==> config.mk <==
export PLATFORM = sky130hd
export DESIGN_NAME = aibcr3aux_osc_meas_ctrl
export DESIGN_NICKNAME = d
export VERILOG_FILES = /design/src/rtl/aibcr3aux_osc_meas_ctrl.sv
export SDC_FILE = /design/constraint.sdc
export NUM_CORES = 1
export LEC_CHECK = 0
export BUFFER_PORTS_ARGS = -buffer_cell sky130_fd_sc_hd__buf_2
export CAP_MARGIN = 20
export CORE_ASPECT_RATIO = 0.75
export CORE_MARGIN = 5
export CORE_UTILIZATION = 55
export CTS_BUF_LIST = sky130_fd_sc_hd__clkbuf_8
export CTS_CLUSTER_SIZE = 14
export DETAILED_ROUTE_END_ITERATION = 16
export GPL_TIMING_DRIVEN = 0
export PLACE_DENSITY = 0.76
export SLEW_MARGIN = 0
export SYNTH_ARGS = -nofsm -noshare
export SYNTH_HDL_FRONTEND = slang
export SYNTH_SLANG_ARGS = --single-unit
==> constraint.sdc <==
create_clock -name clk -period 2.1 [get_ports clk]
set_input_delay 0 -clock clk [delete_from_list [all_inputs] [get_ports clk]]
set_output_delay 0 -clock clk [all_outputs]
set_load 0.01 [all_outputs]
==> src/rtl/aibcr3aux_osc_meas_ctrl.sv <==
// Tester-side sequencer for the oscillator DFT counter: timed enable
// window, settle, double read of the count code and limit check.
module aibcr3aux_osc_meas_ctrl #(
  parameter int SYNC_CYC   = 4,
  parameter int SETTLE_CYC = 4,
  parameter int RST_CYC    = 4
) (
  input  logic       clk,
  input  logic       reset_n,
  input  logic       start,
  input  logic       abort,
  input  logic [3:0] win_len,
  input  logic [5:0] lim_lo,
  input  logic [5:0] lim_hi,
  input  logic [5:0] cntr_code,
  output logic       testpin_resetb,
  output logic       testpin_enable,
  output logic       busy,
  output logic       done,
  output logic [5:0] code_q,
  output logic       pass,
  output logic       unstable
);

  localparam int CW = 8;
  localparam logic [CW-1:0] SYNC_END = CW'(SYNC_CYC - 1);
  localparam logic [CW-1:0] SETL_END = CW'(SETTLE_CYC - 1);
  localparam logic [CW-1:0] RST_SAT  = CW'(RST_CYC);

  typedef enum logic [2:0] {
    IDLE,
    ARM,
    WIN,
    SETTLE,
    CAPT1,
    CAPT2,
    DONE
  } state_t;

  state_t        state_q, state_d;
  logic [CW-1:0] cnt_q, cnt_d;
  logic [CW-1:0] lowcnt_q, lowcnt_d;
  logic [3:0]    wlen_q, wlen_d;
  logic [5:0]    lo_q, lo_d;
  logic [5:0]    hi_q, hi_d;
  logic [5:0]    samp_q, samp_d;
  logic          rstb_q, rstb_d;
  logic          en_q, en_d;
  logic          busy_q, busy_d;
  logic          done_q, done_d;
  logic [5:0]    code_q_q, code_d;
  logic          pass_q, pass_d;
  logic          unst_q, unst_d;

  logic in_lim;
  logic same;

  assign in_lim = (cntr_code >= lo_q) && (cntr_code <= hi_q);
  assign same   = (cntr_code == samp_q);

  always_comb begin
    state_d  = state_q;
    cnt_d    = cnt_q;
    lowcnt_d = lowcnt_q;
    wlen_d   = wlen_q;
    lo_d     = lo_q;
    hi_d     = hi_q;
    samp_d   = samp_q;
    rstb_d   = rstb_q;
    en_d     = en_q;
    busy_d   = busy_q;
    done_d   = 1'b0;
    code_d   = code_q_q;
    pass_d   = pass_q;
    unst_d   = unst_q;
    unique case (state_q)
      IDLE: begin
        rstb_d = 1'b0;
        en_d   = 1'b0;
        busy_d = 1'b0;
        if (start && !abort && lowcnt_q == RST_SAT) begin
          state_d  = ARM;
          cnt_d    = '0;
          lowcnt_d = '0;
          wlen_d   = win_len;
          lo_d     = lim_lo;
          hi_d     = lim_hi;
          rstb_d   = 1'b1;
          busy_d   = 1'b1;
        end else if (lowcnt_q != RST_SAT) begin
          lowcnt_d = lowcnt_q + 1'b1;
        end
      end
      ARM: begin
        if (cnt_q == SYNC_END) begin
          state_d = WIN;
          cnt_d   = '0;
          en_d    = 1'b1;
        end else begin
          cnt_d = cnt_q + 1'b1;
        end
      end
      WIN: begin
        if (cnt_q == {4'b0, wlen_q}) begin
          state_d = SETTLE;
          cnt_d   = '0;
          en_d    = 1'b0;
        end else begin
          cnt_d = cnt_q + 1'b1;
        end
      end
      SETTLE: begin
        if (cnt_q == SETL_END) begin
          state_d = CAPT1;
          cnt_d   = '0;
        end else begin
          cnt_d = cnt_q + 1'b1;
        end
      end
      CAPT1: begin
        samp_d  = cntr_code;
        state_d = CAPT2;
      end
      CAPT2: begin
        // 63 is the counter's saturation code, never a valid pass
        code_d  = cntr_code;
        unst_d  = !same;
        pass_d  = same && in_lim && (cntr_code != 6'd63);
        busy_d  = 1'b0;
        done_d  = 1'b1;
        state_d = DONE;
      end
      DONE: begin
        state_d  = IDLE;
        rstb_d   = 1'b0;
        lowcnt_d = '0;
      end
      default: begin
        state_d  = IDLE;
        rstb_d   = 1'b0;
        en_d     = 1'b0;
        busy_d   = 1'b0;
        lowcnt_d = '0;
      end
    endcase
    if (abort && state_q != IDLE) begin
      state_d  = IDLE;
      cnt_d    = '0;
      lowcnt_d = '0;
      rstb_d   = 1'b0;
      en_d     = 1'b0;
      busy_d   = 1'b0;
      done_d   = 1'b0;
      code_d   = code_q_q;
      pass_d   = pass_q;
      unst_d   = unst_q;
    end
  end

  always_ff @(posedge clk or negedge reset_n) begin
    if (!reset_n) begin
      state_q  <= IDLE;
      cnt_q    <= '0;
      lowcnt_q <= '0;
      wlen_q   <= '0;
      lo_q     <= '0;
      hi_q     <= '0;
      samp_q   <= '0;
      rstb_q   <= 1'b0;
      en_q     <= 1'b0;
      busy_q   <= 1'b0;
      done_q   <= 1'b0;
      code_q_q <= '0;
      pass_q   <= 1'b0;
      unst_q   <= 1'b0;
    end else begin
      state_q  <= state_d;
      cnt_q    <= cnt_d;
      lowcnt_q <= lowcnt_d;
      wlen_q   <= wlen_d;
      lo_q     <= lo_d;
      hi_q     <= hi_d;
      samp_q   <= samp_d;
      rstb_q   <= rstb_d;
      en_q     <= en_d;
      busy_q   <= busy_d;
      done_q   <= done_d;
      code_q_q <= code_d;
      pass_q   <= pass_d;
      unst_q   <= unst_d;
    end
  end

  assign testpin_resetb = rstb_q;
  assign testpin_enable = en_q;
  assign busy           = busy_q;
  assign done           = done_q;
  assign code_q         = code_q_q;
  assign pass           = pass_q;
  assign unstable       = unst_q;

endmodule
==> results of run 1 <==
## critical path, stage by stage (launching register included)
cell	delay, ps
sky130_fd_sc_hd__dfrtp_1	460
sky130_fd_sc_hd__nor4_4	410
sky130_fd_sc_hd__nand3b_1	320
sky130_fd_sc_hd__a221oi_4	400
sky130_fd_sc_hd__buf_4	180
sky130_fd_sc_hd__a2bb2oi_2	140
sky130_fd_sc_hd__o31ai_2	70
## synth_stat cells, drive strengths merged (2+ instances only)
| library cell | number |
|---|---|
| a2bb2oi | 3 |
| nor4 | 2 |
| o31ai | 7 |
| o21a | 3 |
| and3 | 3 |
| nand3b | 2 |
| o21bai | 3 |
| dfrtp | 53 |
| nor2b | 3 |
| a21oi | 10 |
| nand3 | 12 |
| nand4 | 3 |
| nor2 | 8 |
| buf | 8 |
| ha | 17 |
| xor2 | 4 |
| a21o | 4 |
| nand2 | 26 |
| xnor2 | 6 |
| o21ai | 13 |
| nand2b | 6 |
| inv | 18 |
| nor3b | 2 |
| or2 | 2 |
| a211oi | 2 |
| nor3 | 5 |
| mux2 | 30 |
| o211ai | 2 |
| a22o | 3 |
## registers in the layout, indices dropped and copies added, names as in the netlist, 3 cells and up
register  cells
cnt_q         8
lowcnt_q      8
code_q        6
hi_q          6
lo_q          6
samp_q        6
wlen_q        4
state_q       3
## cells by family (layout without fill, tap and decap cells)
| logic type | after synthesis | count (layout) |
|---|---|---|
| adders and majority gates | 18 | 18 |
| muxes | 31 | 31 |
| buffers and inverters | 26 | 99 |
| and+or+nand+nor | 79 | 79 |
| AOI/OAI and AO/OA | 57 | 58 |
| DFF | 53 | 53 |
| xor gates and xnor gates | 10 | 10 |
## cell type report
type,count,area [sq um],share of cell area (%)
Multi-Input combinational cell,196,1620,43.3
Sequential cell,53,1330,35.5
Timing Repair Buffer,65,457,12.2
Tap cell,75,93.8,2.51
Clock buffer,6,82.6,2.21
Inverter,18,67.6,1.81
Buffer,8,61.3,1.64
Clock inverter,2,33.8,0.903
## repair_timing
| item | in CTS | in global routing |
|---|---|---|
| endpoints found under the setup margin | 16 | 18 |
| resized for setup | 5 | 21 |
| pin swaps | 1 | 6 |
| hold endpoints to repair | 40 | 0 |
| hold buffers | 18 | 0 |
| gates cloned | 0 | 1 |
| setup buffers | 1 | 8 |
## per-layer routing
metal | share of wire, % | up-vias | track usage, % | routed length [um]
met5 | 0 | - | 0 | 0
met4 | 0.88 | 0 | 5.93 | 60
met3 | 4.9 | 6 | 5.88 | 331
met2 | 48 | 53 | 31.9 | 3240
met1 | 47 | 1140 | 29.0 | 3180
li1 | - | 1129 | - | -
## power by group
part           internal [uW]  switching [uW]
registers               1300             215
clock network            384             341
logic                    955             962
## stage by stage
step	utilization, %	hold WS, ps	total power (uW)	setup TNS, ps
floorplan	-	-296	2630	0
global placement	61.1	213	2940	-1010
detailed placement	61.5	17.9	3020	-1580
CTS	67.9	24.6	3830	0
global route	71.4	14.2	4470	-216
finish	71.4	42.1	4160	0
## final timing paths
kind / startpoint / to / slack, ps / cells past startpoint
hold reg to reg: testpin_resetb / testpin_resetb / 490 / 2
setup / recovery: cnt_q[5] / cnt_q[3] / 8 / 6
setup reg to reg: cnt_q[5] / cnt_q[3] / 8 / 6
min in group asynchronous: reset_n / wlen_q[2] / 220 / 2
max in group asynchronous: reset_n / lowcnt_q[2] / 1320 / 3
hold / removal: cntr_code[3] / code_q[3] / 40 / 2
==> results, run 1 <==
- After synthesis the cells add up to 0.00292 sq mm.
- In this run, synthesis produced a sequential element count of 53.
- The worst min-delay path category is in -> reg.
- The area after detailed placement is 0.00322 sq mm.
- In the layout the commonest cells are sky130_fd_sc_hd__dfrtp_1 (53), sky130_fd_sc_hd__buf_2 (38), sky130_fd_sc_hd__mux2_2 (29).
- The type of element launching the critical path is a flop.
- The smallest clock period supported by the final layout is computed as 2090 ps.
- Summing the areas of all compound-gate instances in the mapped netlist gives 13.5% of the synthesized area.
- The region available for standard cell placement spans 0.00524 sq mm.
- The final layout net count is 390.
- The die is 94.2 um wide.
- The number of failing hold endpoints at the final stage is 0.
- The number of placed instances with taps included is 387.
- The routed wire length is 6820 um.
- The synthesized netlist devotes 3.00% of its cell area to XOR and XNOR gates.
- Prior to clock tree synthesis, the placed netlist has a worst setup slack of -184 ps.
- The worst path uses 99.6% of the clock period.
- The repair_antennas step left the layout with diodes totalling 0.
- After synthesis, the cell types taking the most area are sky130_fd_sc_hd__dfrtp_1 (45%), sky130_fd_sc_hd__mux2_2 (11%), sky130_fd_sc_hd__ha_1 (7.3%), sky130_fd_sc_hd__nand2_1 (3.3%), sky130_fd_sc_hd__inv_1 (2.3%).
- The final setup violation count is 0.
- In this run, CTS created clock tree buffers numbering 5.
- The worst setup path is of the reg -> reg kind.
- The fraction of synthesized area in multiplexers is 11.9%.
- STA classifies the critical path endpoint as a flop.
- The CTS sink count is 53.
- The max-slew violation count is 0.
- The final RePlAce weighted congestion is 0.770.
- Synthesis produced 274 cells.
- The tool flagged a number of max-cap violations equal to 0.
- Averaged over all synthesized cells, the footprint is 10.7 sq um.
- The die span in y is 73.1 um.
- The cell taking the most area after synthesis is sky130_fd_sc_hd__dfrtp_1.
- The post-synthesis share of cell area spent on and, or, nand and nor gates is 14.6%.
- The areal power density over the cells is 1110 mW/mm^2.
- The number of placement rows is 23.
- Using the TritonRoute via totals, the vias-per-cell ratio works out to 5.50.
- From synthesis to final layout, the design area changed by 28.0%.
- The setup skew after layout is 8.05 ps.
- The count of cells in the finished layout, fillers not included, comes to 423.
- Entering global routing, the biggest net connects 31 pins.
- Based on the critical path, the design can be clocked at up to 478 MHz.
- The number of antenna violations at the first check in global routing was 0.
- VDD sags by at most 0.685 mV.
- Fill cells in the final layout number 371.
- After synthesis, flip-flops and latches occupy 45.4% of the total area.
- The largest family of logic cells by synthesized area is simple AND/OR/NAND/NOR gates.
- Of all nets on the critical path, the largest fanout is 5.
- The total overflow left after global routing is 0.
- The via count of the first global-routing pass was 2338.
- The average wire per cell in the routed design is 16.1 um.
- The initial detailed-routing violation count is 220.
- Clock latency on the worst-skew pair, taken at its later pin, is 320 ps.
- The CTS tree is built.
- When the netlist entered floorplanning its net count stood at 317.
- The number of DRC violations after detailed routing is 0.
- Setup repair after global routing could not meet its margin everywhere.
- The headroom to the max-slew limit is 35.2%.
- The number of port buffers is 37.
- Yosys mapped a number of flops with a built-in enable equal to 0.
- Once the floorplan was initialized, standard cells occupied 55.8% of the core.
- The pre-antenna-repair detailed-routing pass consisted of 4 iterations.
- The most common cell after layout, fill and taps aside is sky130_fd_sc_hd__dfrtp_1.
- At the pin with the least slew margin, the transition time is 967 ps.
- The longest clock path from root to sink contains 2 buffers.
- The static leakage power is 0.00176 uW.
- The clock slew seen by the registers of the worst setup and hold paths is 100 ps.
- In the synthesized netlist the dominant register cell turns out to be sky130_fd_sc_hd__dfrtp_1.
- The flow ran to the end, and the final reports show no timing, DRC or antenna violations.
- The first-pass GRT wire length is 11100 um.
- The arrival time of the worst setup path is 2300 ps.
- The final worst slack is 7.86 ps.
- The number of H-tree branching levels is 2.
- For this design the top-level I/O count stands at 38.
- Global routing consumed, over all layers together, 20.8% of the routing resources.
- The fraction of synthesis flops using an asynchronous set or reset pin is 100%.
- Of the total synthesized cell area, the portion taken by full adders, half adders and majority gates is 7.62%.
- Once detail routing completed, the nets flagged for antenna violations numbered 0.
- In this run the biggest area consumer among cell types represents 45.4% of the synthesized area.
- The required time of the critical path is 2310 ps.
- The via count of the routed design is 2328.
- The fraction of layout cells with a size suffix above 1 is 31.0%.
- The count of different cell masters after synthesis is 52.
- Yosys printed 0 warnings.
- The area enclosed by the die boundary is 0.00689 sq mm.
- After legalization and detailed placement, the total HPWL measured 4340 um.
- After routing the design area is 0.00374 sq mm.
- The tree is rooted in a sky130_fd_sc_hd__clkbuf_8.
Power figures use the tool's default switching activity.
==> inputs of run 2 (changes only) <==
==> constraint.sdc (replaced) <==
create_clock -name clk -period 2.1 [get_ports clk]
set_input_delay 0.42 -clock clk [delete_from_list [all_inputs] [get_ports clk]]
set_output_delay 0.42 -clock clk [all_outputs]
set_load 0.01 [all_outputs]
==> results, run 2 (synthesis results as in run 1) <==
- The highest attainable clock frequency came to 476 MHz (-0.43%).
- The areal power density over the cells is 1140 mW/mm^2 (+2.5%).
- The number of antenna violations at the first check in global routing is 0 (unchanged).
- The area of the placeable core is 0.00524 sq mm (unchanged).
- The worst hold margin is 87.0 ps (+44.9 ps).
- The overall global routing resource usage came to 19.6% (-1.2 points).
- The fill cell instance count of the final layout is 416 (+12%).
- Leaving out fill and tap cells, the most frequent cells in the layout are sky130_fd_sc_hd__dfrtp_1 (53), sky130_fd_sc_hd__buf_2 (39), sky130_fd_sc_hd__mux2_2 (29).
- The antenna cell count is 0 (unchanged).
- The share of the cycle needed by the critical path after routing was 100% (+0.43 points).
- The required time of the critical path is 2300 ps (about the same).
- The HPWL reported at the end of detailed placement is 4340 um (unchanged).
- The slack of the worst reg-to-reg path is -1 ps (about the same).
- The setup skew after layout is 8.31 ps (+0.256 ps).
- The critical path endpoint category is a flop.
- The transition time at the pin with the least slew margin came to 973 ps (+6.24 ps).
- The run finished, with violations left.
- The number of max-capacitance violations reported is 0 (unchanged).
- The arrival time of the worst setup path is 2300 ps (about the same).
- The max-slew violation count was 0 (unchanged).
- In this run the clock root is driven by a sky130_fd_sc_hd__clkbuf_8.
- The final RePlAce weighted congestion is 0.770 (unchanged).
- The worst setup path is launched from a flop.
- The routed wire length is 6200 um (-9.0%).
- The number of failing hold endpoints at the final stage is 0 (unchanged).
- The via count of the first global-routing pass came to 2244 (-4.0%).
- The largest registers in the layout are cnt_q: 8 flops, lowcnt_q: 8 flops.
- The worst setup path is of the reg -> reg kind.
- The chip width came to 94.2 um (unchanged).
- Setup repair after global routing could not meet its margin everywhere.
- The time the final worst path needs with I/O delays and setup is 2100 ps (+8.96 ps).
- The die span in y is 73.1 um (unchanged).
- The maximum clock insertion buffer count was 2 (unchanged).
- The library cell used most frequently in the layout, excluding fill and tap cells, is sky130_fd_sc_hd__dfrtp_1.
- The fraction of layout cells with a size suffix above 1 is 32.5% (+1.5 points).
- The worst slack at placement is -184 ps (unchanged).
- The first-pass GRT wire length is 10500 um (-5.2%).
- The first-pass iteration count of the detailed router is 4 (unchanged).
- The CTS tree is built.
- The core occupancy in the finished layout is 67.5% (-3.9 points).
- The average wire per cell in the routed design came to 15.4 um (-4.7%).
- The total grt overflow was 0 (unchanged).
- The area enclosed by the die boundary is 0.00689 sq mm (unchanged).
- The headroom to the max-slew limit is 34.7% (-0.42 points).
- The antenna violation net count after detailed routing came to 0 (unchanged).
- The final reports fail on setup timing.
- The number of DRC violations after detailed routing is 0 (unchanged).
- The boundary pin count is 38 (unchanged).
- The final setup violation count is 1 (+1).
- The static leakage power is 0.00168 uW (-4.7%).
- The number of buffers created by CTS is 5 (unchanged).
- The initial detailed-routing violation count is 157 (-29%).
- The effective utilization at floorplan came to 55.8% (unchanged).
- The final worst slack is -1.10 ps (-8.96 ps).
- The maximum fanout along the worst path is 6 (+1).
- The final layout net count is 371 (-4.9%).
- The via count of the routed design is 2271 (-2.4%).
- The number of port buffers was 37 (unchanged).
- The total of hold buffers inserted after clock tree synthesis was 0 (-18).
- The clock slew seen by the registers of the worst setup and hold paths came to 100 ps (about the same).
- The area growth from synthesis to layout is 21.0%.
- The clock insertion delay at the later pin of the skew report came to 310 ps (about the same).
- The per-cell via count in the routed design is 5.62 (+2.1%).
- The CTS sink count came to 53 (unchanged).
- The maximum number of pins on one net before global-route repair is 31 (unchanged).
- The tightest min-delay check is of the in -> async type.
- The worst supply voltage drop on vdd is 0.753 mV (+10%).
- The number of H-tree branching levels is 2 (unchanged).
- The number of placement rows is 23 (unchanged).
run 2: layer usage:
metal	routed length, um	share of wire (%)	track usage (%)	up-vias
met4	89	1.4	5.93	0
met2	2740	44	28.8	67
met5	0	0	0	-
met1	2970	48	27.6	1099
met3	404	6.5	6.49	11
li1	-	-	-	1094
run 2: what timing repair did:
action                     CTS  global route
setup endpoints to repair   16            18
buffers inserted             1             7
gates resized for setup      5            17
pin swaps                    1             4
gates cloned                 0             1
run 2: area by class of cell:
cell class	count	area [sq um]	area share, %
buffer	8	58.8	1.66
sequential	53	1330	37.5
inverter	18	67.6	1.91
clock buffer	6	82.6	2.34
tap	75	93.8	2.65
multi-input combinational	196	1610	45.5
clock inverter	2	33.8	0.955
timing repair buffer	46	265	7.50
run 2: through the flow:
step	instance area, sq um	power (uW)	cells	setup TNS [ps]
final	3540	4030	404	-1.10
after global placement	3200	2940	386	-1100
after CTS	3380	3810	396	0
after floorplan	2920	2630	274	0
after detailed placement	3220	3020	387	-1660
after global routing	3540	4350	404	-303
run 2: final timing paths:
check                                    start             end  cells past startpoint
worst max-delay path                  cnt_q[4]        cnt_q[4]                      5
worst min-delay path                   reset_n         lo_q[1]                      1
worst max register to register        cnt_q[4]        cnt_q[4]                      5
worst min register to register  testpin_resetb  testpin_resetb                      2
max in group asynchronous              reset_n     lowcnt_q[2]                      2
min in group clk                    win_len[2]       wlen_q[2]                      2
run 2: worst max-delay path: stages (launching register included):
cell and delay, ps:
sky130_fd_sc_hd__dfrtp_1 470, sky130_fd_sc_hd__nor4_4 410, sky130_fd_sc_hd__nand3b_1 280, sky130_fd_sc_hd__a221oi_2 500, sky130_fd_sc_hd__a2bb2oi_1 230, sky130_fd_sc_hd__o31ai_1 90
run 2: report_power, final:
group          internal [uW]  switching [uW]  leakage, uW
combinational            889             909     0.000912
sequential              1300             209     0.000702
clock                    384             337    0.0000626
